## src/rtl/pool8_sched_if.sv

```systemverilog
// rtl/pool8_sched_if.sv - job config, buffer read, lane and result bus of pool8_sched
interface pool8_sched_if #(
    parameter int ADDR_W = 10
);
    logic              cfg_start;
    logic [2:0]        cfg_P;
    logic [ADDR_W-1:0] cfg_base;
    logic [ADDR_W-1:0] cfg_len;
    logic              busy;
    logic              done;
    logic              err;
    logic              rd_en;
    logic [ADDR_W-1:0] rd_addr;
    logic [55:0]       rd_data;
    logic [2:0]        pool_P;
    logic [55:0]       pool_idata;
    logic [7:0]        pool_ivld;
    logic [7:0]        pool_ovld;
    logic [63:0]       pool_odata;
    logic [63:0]       out_data;
    logic              out_vld;
    logic              out_rdy;

    modport master (
        input  cfg_start, cfg_P, cfg_base, cfg_len, rd_data, pool_ovld, pool_odata, out_rdy,
        output busy, done, err, rd_en, rd_addr, pool_P, pool_idata, pool_ivld, out_data, out_vld
    );

    modport slave (
        output cfg_start, cfg_P, cfg_base, cfg_len, rd_data, pool_ovld, pool_odata, out_rdy,
        input  busy, done, err, rd_en, rd_addr, pool_P, pool_idata, pool_ivld, out_data, out_vld
    );
endinterface

```

## src/rtl/pool8_sched.sv

```systemverilog
// rtl/pool8_sched.sv - job sequencer for the 8-lane pooling array
// Fetches 8 words per group, feeds lanes one-hot, packs lane bytes into one result word.
module pool8_sched #(
    parameter int ADDR_W = 10,
    parameter int NLANE  = 8
) (
    input  logic           clk_cal,
    input  logic           rst_cal,
    pool8_sched_if.master  bus
);
    typedef enum logic [2:0] {S_IDLE, S_FETCH, S_DRAIN, S_OUT, S_FIN} state_t;

    state_t              state_q, state_d;
    logic [ADDR_W-1:0]   base_q, base_d;
    logic [ADDR_W-1:0]   len_q, len_d;
    logic [ADDR_W-1:0]   grp_q, grp_d;
    logic [2:0]          kcnt_q, kcnt_d;
    logic [NLANE-1:0]    mask_q, mask_d;
    logic [8*NLANE-1:0]  res_q, res_d;
    logic                err_q, err_d;
    logic [2:0]          p_q, p_d;
    logic                done_q, done_d;
    logic                rvld_q, rvld_d;
    logic [2:0]          rlane_q, rlane_d;
    logic [ADDR_W-1:0]   addr_c;

    always_ff @(posedge clk_cal) begin
        if (rst_cal) begin
            state_q <= S_IDLE;
            base_q  <= '0;
            len_q   <= '0;
            grp_q   <= '0;
            kcnt_q  <= '0;
            mask_q  <= '0;
            res_q   <= '0;
            err_q   <= 1'b0;
            p_q     <= '0;
            done_q  <= 1'b0;
            rvld_q  <= 1'b0;
            rlane_q <= '0;
        end else begin
            state_q <= state_d;
            base_q  <= base_d;
            len_q   <= len_d;
            grp_q   <= grp_d;
            kcnt_q  <= kcnt_d;
            mask_q  <= mask_d;
            res_q   <= res_d;
            err_q   <= err_d;
            p_q     <= p_d;
            done_q  <= done_d;
            rvld_q  <= rvld_d;
            rlane_q <= rlane_d;
        end
    end

    // word address of lane kcnt in group grp, wrapping at the buffer size
    assign addr_c = base_q + {grp_q[ADDR_W-4:0], 3'b000} + ADDR_W'(kcnt_q);

    always_comb begin
        state_d = state_q;
        base_d  = base_q;
        len_d   = len_q;
        grp_d   = grp_q;
        kcnt_d  = kcnt_q;
        mask_d  = mask_q;
        res_d   = res_q;
        err_d   = err_q;
        p_d     = p_q;
        done_d  = 1'b0;
        rvld_d  = (state_q == S_FETCH);
        rlane_d = kcnt_q;

        // first valid per lane wins; a repeat within the group only flags err
        if (state_q == S_FETCH || state_q == S_DRAIN) begin
            for (int k = 0; k < NLANE; k++) begin
                if (bus.pool_ovld[k]) begin
                    if (!mask_q[k]) begin
                        res_d[8*k +: 8] = bus.pool_odata[8*k +: 8];
                        mask_d[k]       = 1'b1;
                    end else begin
                        err_d = 1'b1;
                    end
                end
            end
        end

        case (state_q)
            S_IDLE: begin
                if (bus.cfg_start) begin
                    p_d     = bus.cfg_P;
                    base_d  = bus.cfg_base;
                    len_d   = bus.cfg_len;
                    grp_d   = '0;
                    kcnt_d  = '0;
                    mask_d  = '0;
                    err_d   = 1'b0;
                    state_d = (bus.cfg_len == '0) ? S_FIN : S_FETCH;
                end
            end
            S_FETCH: begin
                kcnt_d = kcnt_q + 3'd1;
                if (kcnt_q == 3'(NLANE - 1)) begin
                    state_d = S_DRAIN;
                end
            end
            S_DRAIN: begin
                if (mask_d == {NLANE{1'b1}}) begin
                    mask_d  = '0;
                    state_d = S_OUT;
                end
            end
            S_OUT: begin
                if (bus.out_rdy) begin
                    if (grp_q + ADDR_W'(1) == len_q) begin
                        state_d = S_FIN;
                    end else begin
                        grp_d   = grp_q + ADDR_W'(1);
                        state_d = S_FETCH;
                    end
                end
            end
            S_FIN: begin
                done_d  = 1'b1;
                state_d = S_IDLE;
            end
            default: state_d = S_IDLE;
        endcase
    end

    assign bus.busy       = (state_q != S_IDLE);
    assign bus.done       = done_q;
    assign bus.err        = err_q;
    assign bus.rd_en      = (state_q == S_FETCH);
    assign bus.rd_addr    = (state_q == S_FETCH) ? addr_c : '0;
    assign bus.pool_P     = p_q;
    assign bus.pool_idata = rvld_q ? bus.rd_data : '0;
    assign bus.pool_ivld  = rvld_q ? (8'b1 << rlane_q) : 8'b0;
    assign bus.out_data   = res_q;
    assign bus.out_vld    = (state_q == S_OUT);
endmodule

```

## src/flat_wrapper.sv

```systemverilog
// flat-port wrapper written by rule: the top's interface ports become plain ports
module pool8_sched_flat 
#(
    parameter int ADDR_W = 10,
    parameter int NLANE  = 8
)
  (clk_cal, rst_cal, bus_cfg_start, bus_cfg_P, bus_cfg_base, bus_cfg_len, bus_rd_data, bus_pool_ovld, bus_pool_odata, bus_out_rdy, bus_busy, bus_done, bus_err, bus_rd_en, bus_rd_addr, bus_pool_P, bus_pool_idata, bus_pool_ivld, bus_out_data, bus_out_vld);
  pool8_sched_if #(.ADDR_W(ADDR_W)) bus_i ();
  input  logic clk_cal;
  input  logic rst_cal;
  input wire logic [$bits(bus_i.cfg_start)-1:0] bus_cfg_start;
  input wire logic [$bits(bus_i.cfg_P)-1:0] bus_cfg_P;
  input wire logic [$bits(bus_i.cfg_base)-1:0] bus_cfg_base;
  input wire logic [$bits(bus_i.cfg_len)-1:0] bus_cfg_len;
  input wire logic [$bits(bus_i.rd_data)-1:0] bus_rd_data;
  input wire logic [$bits(bus_i.pool_ovld)-1:0] bus_pool_ovld;
  input wire logic [$bits(bus_i.pool_odata)-1:0] bus_pool_odata;
  input wire logic [$bits(bus_i.out_rdy)-1:0] bus_out_rdy;
  output wire logic [$bits(bus_i.busy)-1:0] bus_busy;
  output wire logic [$bits(bus_i.done)-1:0] bus_done;
  output wire logic [$bits(bus_i.err)-1:0] bus_err;
  output wire logic [$bits(bus_i.rd_en)-1:0] bus_rd_en;
  output wire logic [$bits(bus_i.rd_addr)-1:0] bus_rd_addr;
  output wire logic [$bits(bus_i.pool_P)-1:0] bus_pool_P;
  output wire logic [$bits(bus_i.pool_idata)-1:0] bus_pool_idata;
  output wire logic [$bits(bus_i.pool_ivld)-1:0] bus_pool_ivld;
  output wire logic [$bits(bus_i.out_data)-1:0] bus_out_data;
  output wire logic [$bits(bus_i.out_vld)-1:0] bus_out_vld;
  assign bus_i.cfg_start = bus_cfg_start;
  assign bus_i.cfg_P = bus_cfg_P;
  assign bus_i.cfg_base = bus_cfg_base;
  assign bus_i.cfg_len = bus_cfg_len;
  assign bus_i.rd_data = bus_rd_data;
  assign bus_i.pool_ovld = bus_pool_ovld;
  assign bus_i.pool_odata = bus_pool_odata;
  assign bus_i.out_rdy = bus_out_rdy;
  assign bus_busy = bus_i.busy;
  assign bus_done = bus_i.done;
  assign bus_err = bus_i.err;
  assign bus_rd_en = bus_i.rd_en;
  assign bus_rd_addr = bus_i.rd_addr;
  assign bus_pool_P = bus_i.pool_P;
  assign bus_pool_idata = bus_i.pool_idata;
  assign bus_pool_ivld = bus_i.pool_ivld;
  assign bus_out_data = bus_i.out_data;
  assign bus_out_vld = bus_i.out_vld;
  pool8_sched #(.ADDR_W(ADDR_W), .NLANE(NLANE)) u_core (.clk_cal(clk_cal), .rst_cal(rst_cal), .bus(bus_i));
endmodule
```

## config.mk

```make
export PLATFORM = sky130hd
export DESIGN_NAME = pool8_sched_flat
export DESIGN_NICKNAME = d
export VERILOG_FILES = /design/src/rtl/pool8_sched_if.sv /design/src/rtl/pool8_sched.sv /design/src/flat_wrapper.sv
export SDC_FILE = /design/constraint.sdc
export NUM_CORES = 1
export LEC_CHECK = 0
export ABC_AREA = 1
export CORE_AREA = 2 2 132 134
export DETAILED_ROUTE_END_ITERATION = 8
export DIE_AREA = 0 0 134 136
export GPL_ROUTABILITY_DRIVEN = 1
export PLACE_DENSITY = 0.74
export RECOVER_POWER = 25
export SYNTH_ARGS = -nofsm -noshare
export SYNTH_HDL_FRONTEND = slang
export SYNTH_SLANG_ARGS = --single-unit
```

## constraint.sdc

```tcl
create_clock -name clk_cal -period 1.8 [get_ports clk_cal]
set_input_delay 0.18 -clock clk_cal [delete_from_list [all_inputs] [get_ports clk_cal]]
set_output_delay 0.18 -clock clk_cal [all_outputs]
set_load 0.01 [all_outputs]
```

; Word level (Yosys, flattened, before mapping)
; Index checks and enable logic that the tools add are counted.
[word_totals]
ramBits = 0
in_bits = 155
romBits = 0
latchBits = 0
reg_bits = 117
word_cells = 112
out_inout_bits = 146
memories = 0
[op_classes]
eq_ne = 12
div_mod_pow = 0
bitwise_logic = 8
shift = 1
magnitude_cmp = 0
n_mul = 0
reduce_logical = 18
add_sub_neg = 4
muxes = 50
[op_table]
columns = operator, count
row1 = two-way mux 56 bit, 1
row2 = two-way mux 10 bit, 4
row3 = two-way mux 8 bit, 4
row4 = two-way mux 1 bit, 30
row5 = AND reduction 3 bit, 8
row6 = two-way mux 3 bit, 7
row7 = case mux 10 bit (2 select lines), 1
row8 = case mux 8 bit (2 select lines), 1
row9 = case mux 3 bit (4 select lines), 1
row10 = adder 10 x 1 -> 10 bit (second input constant), 1
row11 = adder 10 bit, 1
row12 = adder 10 x 3 -> 10 bit, 1
row13 = equality test 10 bit, 1
row14 = zero test 10 bit, 1
row15 = equality test 8 bit (second input constant), 1
row16 = != test 2 bit (second input constant), 4
row17 = inverter 1 bit, 8
row18 = AND reduction 4 bit, 2
row19 = left shift 1 x 3 -> 8 bit (first input constant), 1
row20 = equality test 3 x 2 -> 1 bit (second input constant), 2
row21 = equality test 3 bit (second input constant), 2
row22 = case mux 3 bit (2 select lines), 1
row23 = AND reduction 2 bit, 2
row24 = nonzero test 2 bit, 2
row25 = other kinds (6), 6

; Depth between registers and ports, before layout
; Gate-level depths: netlist of run 1.
[depth]
depth_word = 21
mapped_depth = 16
ltp_nobuf = 16

; Least setup slack after synthesis of run 1
; No wires, ideal clock.
[synth_timing]
path_type = register to output
startpoint = register u_core.kcnt_q[0]
endpoint = output bus_rd_addr[8]
path_buffers = 0
t_arrival_ns = 1.910
setup_slack_ns = -0.290
stages_incl_launch_ff = 12
required_ns = 1.620
cell_sequence = dfxtp_1 > ha_1 > fa_1 > nand3_1 > nand2_1 > nand2_1 > nand2_1 > a21oi_1 > nor2_1 > o21ai_0 > a21oi_1 > nor2_1
[synth_via]
elab_chain_cells = 2
[synth_rtl]
columns = element, line_no
row1 = start: declaration, pool8_sched.sv:17  ; logic [2:0] kcnt_q, kcnt_d;
row2 = start signal: assignment, pool8_sched.sv:46  ; kcnt_q <= kcnt_d;
row3 = adder 10 x 3 -> 10 bit, pool8_sched.sv:58  ; assign addr_c = base_q + {grp_q[ADDR_W-4:0], 3'b000} + ADDR_W'(kcnt_q);
row4 = two-way mux 10 bit, pool8_sched.sv:135  ; assign bus.rd_addr = (state_q == S_FETCH) ? addr_c : '0;
row5 = end: declaration, flat_wrapper.sv:23  ; output wire logic [$bits(bus_i.rd_addr)-1:0] bus_rd_addr;
; Every way passes these cells.

; Worst setup path in the final report of run 1
[layout_timing]
startpoint = register u_core.base_q[0]
endpoint = output bus_rd_addr[8]
[layout_via]
elab_chain_cells = 3
[layout_rtl]
columns = element, line_no
row1 = start: declaration, pool8_sched.sv:14  ; logic [ADDR_W-1:0] base_q, base_d;
row2 = start signal: assignment, pool8_sched.sv:43  ; base_q <= base_d;
row3 = adder 10 bit, pool8_sched.sv:58
row4 = adder 10 x 3 -> 10 bit, pool8_sched.sv:58
row5 = two-way mux 10 bit, pool8_sched.sv:135
; Every way passes these cells.

==> summary.md, run 1 <==
| Metric | Value |
|---|---|
| Syn_nets | `1043` |
| GPL Wtd Cong | `0.861` |
| Via density | `4.70` |
| Actual slew at the worst max-slew pin | `574 ps` |
| Synth warn | `0` |
| Filler Cells Inserted | `1429` |
| PortBufs | `300` |
| Most frequent cells in the layout | `183 x clkdlybuf4s50_1, 169 x nor2_1, 146 x nand2_1` |
| Yosys cell types | `33` |
| Final count of negative-setup-slack endpoints | `55` |
| Crit path DAT | `2210 ps` |
| Post-CTS Hold Fix Bufs | `0` |
| Fin cells | `1511` |
| Leakage power | `5.63 nW` |
| WHS | `346 ps` |
| DRT Pass-1 Iters | `6` |
| PwrDens | `1180 nW/um^2` |
| Crit path kind | `reg2out` |
| Final Util | `64.3%` |
| Drt total wl | `21600 um` |
| Clock latency on the worst-skew pair | `410 ps` |
| Fmax | `0.418 GHz` |
| Maximum fanout along the worst path | `2` |
| CTS Sinks | `117` |
| Worst Hold Class | `in2reg` |
| Clock root cell | `clkbuf_16` |
| Final #Nets | `1443` |
| N_diodes | `0` |
| Post-DR wirelength/cell | `14.3 um` |
| CP endpoint kind | `output port` |
| Num rows | `48` |
| Initial Utilization | `34.1%` |
| Max-Cap Viols | `0` |
| Vias in the first global route | `6738` |
| Total power | `12.7 mW` |
| Cells after synthesis | `875` |
| Status | `finished, violations left` |
| Placed Cells | `1459` |
| Core ar. | `16900 um^2` |
| Grt total ovfl | `0` |
| Antenna-violating nets left | `0` |
| DR vias | `7096` |
| Initial antenna violation count | `0` |
| Worst Clk Skew | `4.32 ps` |
| P&R area growth vs syn | `88.2%` |
| Minimum clock period | `2390 ps` |
| Initial drt markers | `301` |
| Clock buffer depth | `2` |
| Die width | `134 um` |
| Final worst slack | `-590 ps` |
| Final Max Tran Viols | `0` |
| Failing checks | `setup timing` |
| Synthesized area | `5760 um^2` |
| Die Area | `18200 um^2` |
| GRT Util Overall | `22.2%` |
| First-pass GRT wire length | `32400 um` |
| Share of layout cells above drive strength 1 | `20.2%` |
| Seq/Total Area, Yosys | `40.6%` |
| Hpwl dp | `15700 um` |
| CTS buffer count | `17` |
| Unrepaired setup endpoints after global routing | `yes` |
| Final Hold Fails | `0` |
| Max VDD drop | `807 uV` |
| # IOs | `301` |
| Crit start category | `register` |
| Required time worst endpoint | `1620 ps` |
| Die height | `136 um` |
| CTS tree | `built` |
| Number of remaining DRC errors | `0` |
| Largest net degree at the start of global routing | `59` |
| Mean Syn Cell Area | `6.59 um^2` |
| Period utilization | `133%` |
| Commonest non-fill, non-tap cell in the layout | `clkdlybuf4s50_1` |
| Seq cells post-synth | `117` |
| Max-Slew Margin vs Limit | `61.8%` |
| CTS clk-pin slew, worst paths | `60 ps` |
| Place WS | `-538 ps` |
| CTS H-Tree Depth | `4` |
[cell usage after synthesis (all sizes together)]
| library cell | count | area, um^2 |
|---|---|---|
| nand2 | 168 | 643 |
| nor2 | 182 | 711 |
| dfxtp | 117 | 2340 |
| a31oi | 1 | 6.26 |
| o21bai | 3 | 26.3 |
| o22ai | 6 | 37.5 |
| o41ai | 1 | 8.76 |
| xor2 | 1 | 8.76 |
| fa | 1 | 20.0 |
| o21ai | 91 | 463 |
| nor4 | 3 | 18.8 |
| nor3 | 11 | 95.1 |
| inv | 140 | 526 |
| a21oi | 51 | 267 |
| a22o | 2 | 17.5 |
| nand3 | 53 | 270 |
| nand4 | 2 | 12.5 |
| ha | 12 | 150 |
| a21o | 2 | 15.0 |
| clkbuf | 21 | 78.8 |
| buf | 6 | 38.8 |
| a21boi | 1 | 7.51 |
[cells by family after synthesis]
logic type	Yosys count	share of synthesized area, %
XOR/XNOR	1	0.152
flip-flops	117	40.6
adder cells (fa/ha/maj)	13	2.95
buffers and inverters	167	11.2
AND/OR/NAND/NOR	419	30.4
AO/OA/AOI/OAI	158	14.7
[path summary, 6_finish.rpt]
kind                            from                 endpoint  slack, ps  cells past startpoint
setup / recovery    u_core.base_q[0]           bus_rd_addr[8]       -590                     13
hold reg to reg     u_core.base_q[9]         u_core.base_q[9]        470                      2
setup reg to reg     u_core.grp_q[0]          u_core.grp_q[5]       -270                     16
hold / removal    bus_pool_odata[44]  u_core.bus.out_data[44]        350                      3
[final cells by class]
type	instances	area, um^2	area share (%)
clock buffers	17	425	3.92
multi-input cells	591	3220	29.7
well taps	225	282	2.60
repair buffers	407	3890	35.9
inverters	140	538	4.96
repair inverters	1	6.26	0.0577
clock inverters	13	113	1.04
flip-flops and latches	117	2370	21.8
[per-layer routing]
| layer | wire length [um] | track usage, % | part of all wire (%) | vias to the layer above |
|---|---|---|---|---|
| met4 | 522 | 6.26 | 2.4 | 0 |
| met1 | 7670 | 21.5 | 36 | 3222 |
| met3 | 2160 | 9.51 | 10 | 40 |
| met5 | 0 | 0 | 0 | - |
| li1 | - | - | - | 3549 |
| met2 | 11200 | 42.9 | 52 | 285 |
[sequential cells by signal, summed over array words and instances, names as in the netlist]
| name | count |
|---|---|
| u_core.bus.err | 1 |
| u_core.mask_q | 8 |
| u_core.bus.out_data | 64 |
| u_core.bus.pool_P | 3 |
| u_core.grp_q | 10 |
| u_core.rlane_q | 3 |
| u_core.rvld_q | 1 |
| u_core.kcnt_q | 3 |
| u_core.bus.done | 1 |
| u_core.state_q | 3 |
| u_core.len_q | 10 |
| u_core.base_q | 10 |
[where the power goes]
group / total (mW) / internal [mW] / switching, mW
Sequential: 3.73 / 3.31 / 0.416
Combinational: 5.93 / 2.90 / 3.02
Clock: 3.10 / 1.87 / 1.23
[through the flow]
stage / cell area, um^2 / setup TNS (ps)
finish: 10800 / -7310
global route: 10800 / -14790
CTS: 10400 / -6780
detailed placement: 9660 / -8340
global placement: 9660 / -6830
floorplan: 5800 / -24.8
[critical path, stage by stage, from the launching register on]
cell	delay, ps
dfxtp_2	330
ha_4	160
fa_2	340
nand3_2	70
nand2_2	50
nand2_1	60
nand2_1	80
a21oi_2	150
nor2_1	60
o21ai_1	150
nand3_1	90
nand2_1	70
nor2_1	40
buf_2	140
[repair_timing]
action | in CTS | in global routing
setup buffers | 12 | 8
gates resized for setup | 115 | 134
pin swaps | 22 | 36
gates cloned | 2 | 1
setup endpoints to repair | 68 | 84
Power figures use the tool's default switching activity.
==> run 2: changes to the inputs <==
- PLACE_DENSITY: 0.74 -> unset
- PLACE_DENSITY_LB_ADDON: unset -> 0.3
==> run 2 against run 1 <==
Compared with the run above:
- the flow still finishes with violations (setup timing)
- sequential power about the same
- non-clock buffer count increased by 11
- first-iteration DRC count decreased by 7.3%
- clock power increased by 16%
- combinational power about the same
- setup slack got worse by 31 ps
- clock skew increased by 3.1 ps
- register-to-register slack about the same
- total power increased by 3.8%
- design area decreased by 0.38%
- final cell count increased by 0.73%
- largest power group unchanged
- highest routed layer is now met5
==> summary.md, run 2 (same netlist as run 1, synthesis figures left out) <==
| Metric | Value |
|---|---|
| Post-DR wirelength/cell | `14.3 um (about the same)` |
| Hpwl dp | `16100 um (was 15700 um)` |
| GPL Wtd Cong | `0.840 (was 0.861)` |
| Worst r2r dst | `u_core.grp_q[5] (unchanged)` |
| Final Hold Fails | `0 (unchanged)` |
| CTS clk-pin slew, worst paths | `60 ps (about the same)` |
| Actual slew at the worst max-slew pin | `998 ps (was 574 ps)` |
| Post-CTS Hold Fix Bufs | `0 (unchanged)` |
| Required time worst endpoint | `1620 ps (about the same)` |
| Drt total wl | `21800 um (was 21600 um)` |
| Reg2reg setup slack | `-270 ps (about the same)` |
| Final Max Tran Viols | `0 (unchanged)` |
| Max VDD drop | `829 uV (was 807 uV)` |
| Initial antenna violation count | `2 (was 0)` |
| CTS buffer count | `17 (unchanged)` |
| Area of the multi-input gates | `3110 um^2 (was 3220 um^2)` |
| CTS Sinks | `117 (unchanged)` |
| Crit-path cells | `ha_4 > fa_2 > nand3_2 > nand2_2 > nand2_2 > nand2_2 > a21oi_2 > nor2_1 > o21ai_1 > nand3_1 > nand2_1 > nor2_1 > buf_2 (was ha_4 > fa_2 > nand3_2 > nand2_2 > nand2_1 > nand2_1 > a21oi_2 > nor2_1 > o21ai_1 > nand3_1 > nand2_1 > nor2_1 > buf_2)` |
| Grt total ovfl | `0 (unchanged)` |
| Minimum clock period | `2420 ps (was 2390 ps)` |
| CTS H-Tree Depth | `4 (unchanged)` |
| Worst path slowest cell | `fa_2 (unchanged)` |
| Sequential Area | `2370 um^2 (about the same)` |
| Setup TNS | `-6660 ps (was -7310 ps)` |
| Crit path DAT | `2240 ps (was 2210 ps)` |
| Worst r2r path cells | `14 (was 16)` |
| GRT Util Overall | `23.2% (was 22.2%)` |
| Most frequent cells in the layout | `193 x clkdlybuf4s50_1, 168 x nor2_1, 151 x nand2_1 (was 183 x clkdlybuf4s50_1, 169 x nor2_1, 146 x nand2_1)` |
| End point of the critical path | `bus_rd_addr[8] (unchanged)` |
| Vias in the first global route | `6874 (was 6738)` |
| Via density | `4.63 (was 4.70)` |
| Largest net degree at the start of global routing | `42 (was 59)` |
| Maximum fanout along the worst path | `2 (unchanged)` |
| Die width | `134 um (unchanged)` |
| Placed inst area | `9750 um^2 (was 9660 um^2)` |
| CTS tree | `built (unchanged)` |
| Layout Cell Area excl Fill | `10800 um^2 (about the same)` |
| Worst Setup SP | `u_core.base_q[0] (unchanged)` |
| Clock buffer depth | `2 (unchanged)` |
| Num rows | `48 (unchanged)` |
| Filler Cells Inserted | `1438 (was 1429)` |
| Share of layout cells above drive strength 1 | `20.1% (was 20.2%)` |
| Min-Delay Path Depth | `3 (unchanged)` |
| Crit path kind | `reg2out (unchanged)` |
| Crit start category | `register (unchanged)` |
| Unrepaired setup endpoints after global routing | `yes (unchanged)` |
| Number of remaining DRC errors | `0 (unchanged)` |
| Final #Nets | `1453 (was 1443)` |
| First-pass GRT wire length | `33100 um (was 32400 um)` |
| Fmax | `0.413 GHz (was 0.418 GHz)` |
| WP buf/inv | `1 (unchanged)` |
| Worst Hold Class | `in2reg (unchanged)` |
| Antenna-violating nets left | `0 (unchanged)` |
| CP endpoint kind | `output port (unchanged)` |
| Max-Slew Margin vs Limit | `33.5% (was 61.8%)` |
| DRT Pass-1 Iters | `4 (was 6)` |
| Leakage power | `5.35 nW (was 5.63 nW)` |
| Worst Clk Skew | `7.45 ps (was 4.32 ps)` |
| Initial Utilization | `34.1% (unchanged)` |
| Failing checks | `setup timing (unchanged)` |
| Total power | `13.2 mW (was 12.7 mW)` |
| Clock latency on the worst-skew pair | `420 ps (was 410 ps)` |
| WP depth | `13 (unchanged)` |
| Commonest non-fill, non-tap cell in the layout | `clkdlybuf4s50_1 (unchanged)` |
| N_diodes | `0 (unchanged)` |
| Status | `finished, violations left (unchanged)` |
| PwrDens | `1220 nW/um^2 (was 1180 nW/um^2)` |
| Reg2reg start | `u_core.grp_q[0] (unchanged)` |
| P&R area growth vs syn | `87.5% (was 88.2%)` |
| # IOs | `301 (unchanged)` |
| Slowest stage delay, CP | `340 ps (about the same)` |
| Cell repeated most along the worst path | `nand2_2 (was nand2_1)` |
| Die height | `136 um (unchanged)` |
| Max-Cap Viols | `0 (unchanged)` |
| WHS | `344 ps (was 346 ps)` |
| Clock root cell | `clkbuf_16 (unchanged)` |
| Final count of negative-setup-slack endpoints | `47 (was 55)` |
| Initial drt markers | `279 (was 301)` |
| Core ar. | `16900 um^2 (unchanged)` |
| PortBufs | `300 (unchanged)` |
| Largest register FFs | `64 (unchanged)` |
| Period utilization | `135% (was 133%)` |
| Cell family with most CP delay | `adder cells (was simple AND/OR/NAND/NOR gates)` |
| Final worst slack | `-621 ps (was -590 ps)` |
| DR vias | `7052 (was 7096)` |
| Place WS | `-550 ps (was -538 ps)` |
| Die Area | `18200 um^2 (unchanged)` |
==> run 2: cell count changes in the layout (fill, tap and decap cells not counted), moves of 6 or more <==
cell | previous run | this run
buf_4 | 85 | 98
clkdlybuf4s50_1 | 183 | 193
dlygate4sd2_1 | 31 | 56
dlygate4sd3_1 | 43 | 30
dlymetal6s2s_1 | 25 | 3
nand3_1 | 38 | 46
nand3_2 | 12 | 6
==> run 2: layer usage <==
metal	wire (um)	track usage [%]	up-vias	share of wire, %
li1	-	-	3570	-
met1	7670	21.4	3166	35
met2	11300	44.0	267	52
met3	2150	9.66	45	9.8
met4	673	10.9	4	3.1
met5	22	0	-	0.10
==> run 2: worst min path at each step <==
stage / startpoint / endpoint / slack [ps]
floorplan: bus_pool_odata[0] / u_core.bus.out_data[0] / 310
global placement: u_core.bus.err / u_core.bus.err / 440
global route: bus_pool_odata[9] / u_core.bus.out_data[9] / 340
CTS: bus_pool_odata[14] / u_core.bus.out_data[14] / 320
finish: bus_pool_odata[38] / u_core.bus.out_data[38] / 340
detailed placement: u_core.bus.err / u_core.bus.err / 440
==> run 2: stage by stage <==
stage | cells | util, %
after global placement | 1473 | 57.8
after floorplan | 875 | -
after detailed placement | 1473 | 57.8
after global routing | 1522 | 64.0
final | 1522 | 64.0
after CTS | 1511 | 62.7
==> run 2: cell type report <==
type                            instances  share of cell area, %
Clock buffer                           19                   4.10
Clock inverter                         12                   1.64
Inverter                              140                   4.96
Multi-Input combinational cell        591                   28.8
Sequential cell                       117                   21.9
Tap cell                              225                   2.61
Timing Repair Buffer                  418                   36.0
==> run 2: worst register-to-register path: stages (launching register included) <==
cell and delay (ps):
dfxtp_4 350, buf_6 130, ha_4 270, inv_2 30, nand2_1 40, nand3_1 70
nor2_1 100, nand3_1 120, nor2_1 120, nand3_1 80, nor2_2 160, nand2_4 120
buf_6 160, a21oi_2 130, nor2_1 80
==> run 2: power by group <==
part | total [mW] | leakage (nW) | internal, mW | switching [mW]
Combinational | 5.92 | 4.10 | 2.94 | 2.98
Clock | 3.60 | 0.292 | 2.35 | 1.26
Sequential | 3.71 | 0.964 | 3.31 | 0.399
==> run 2: what timing repair did <==
item | 4_1_cts | 5_1_grt
gates resized for setup | 161 | 78
setup endpoints to repair | 92 | 47
pin swaps | 17 | 33
buffers inserted | 6 | 12
gates cloned | 2 | 0
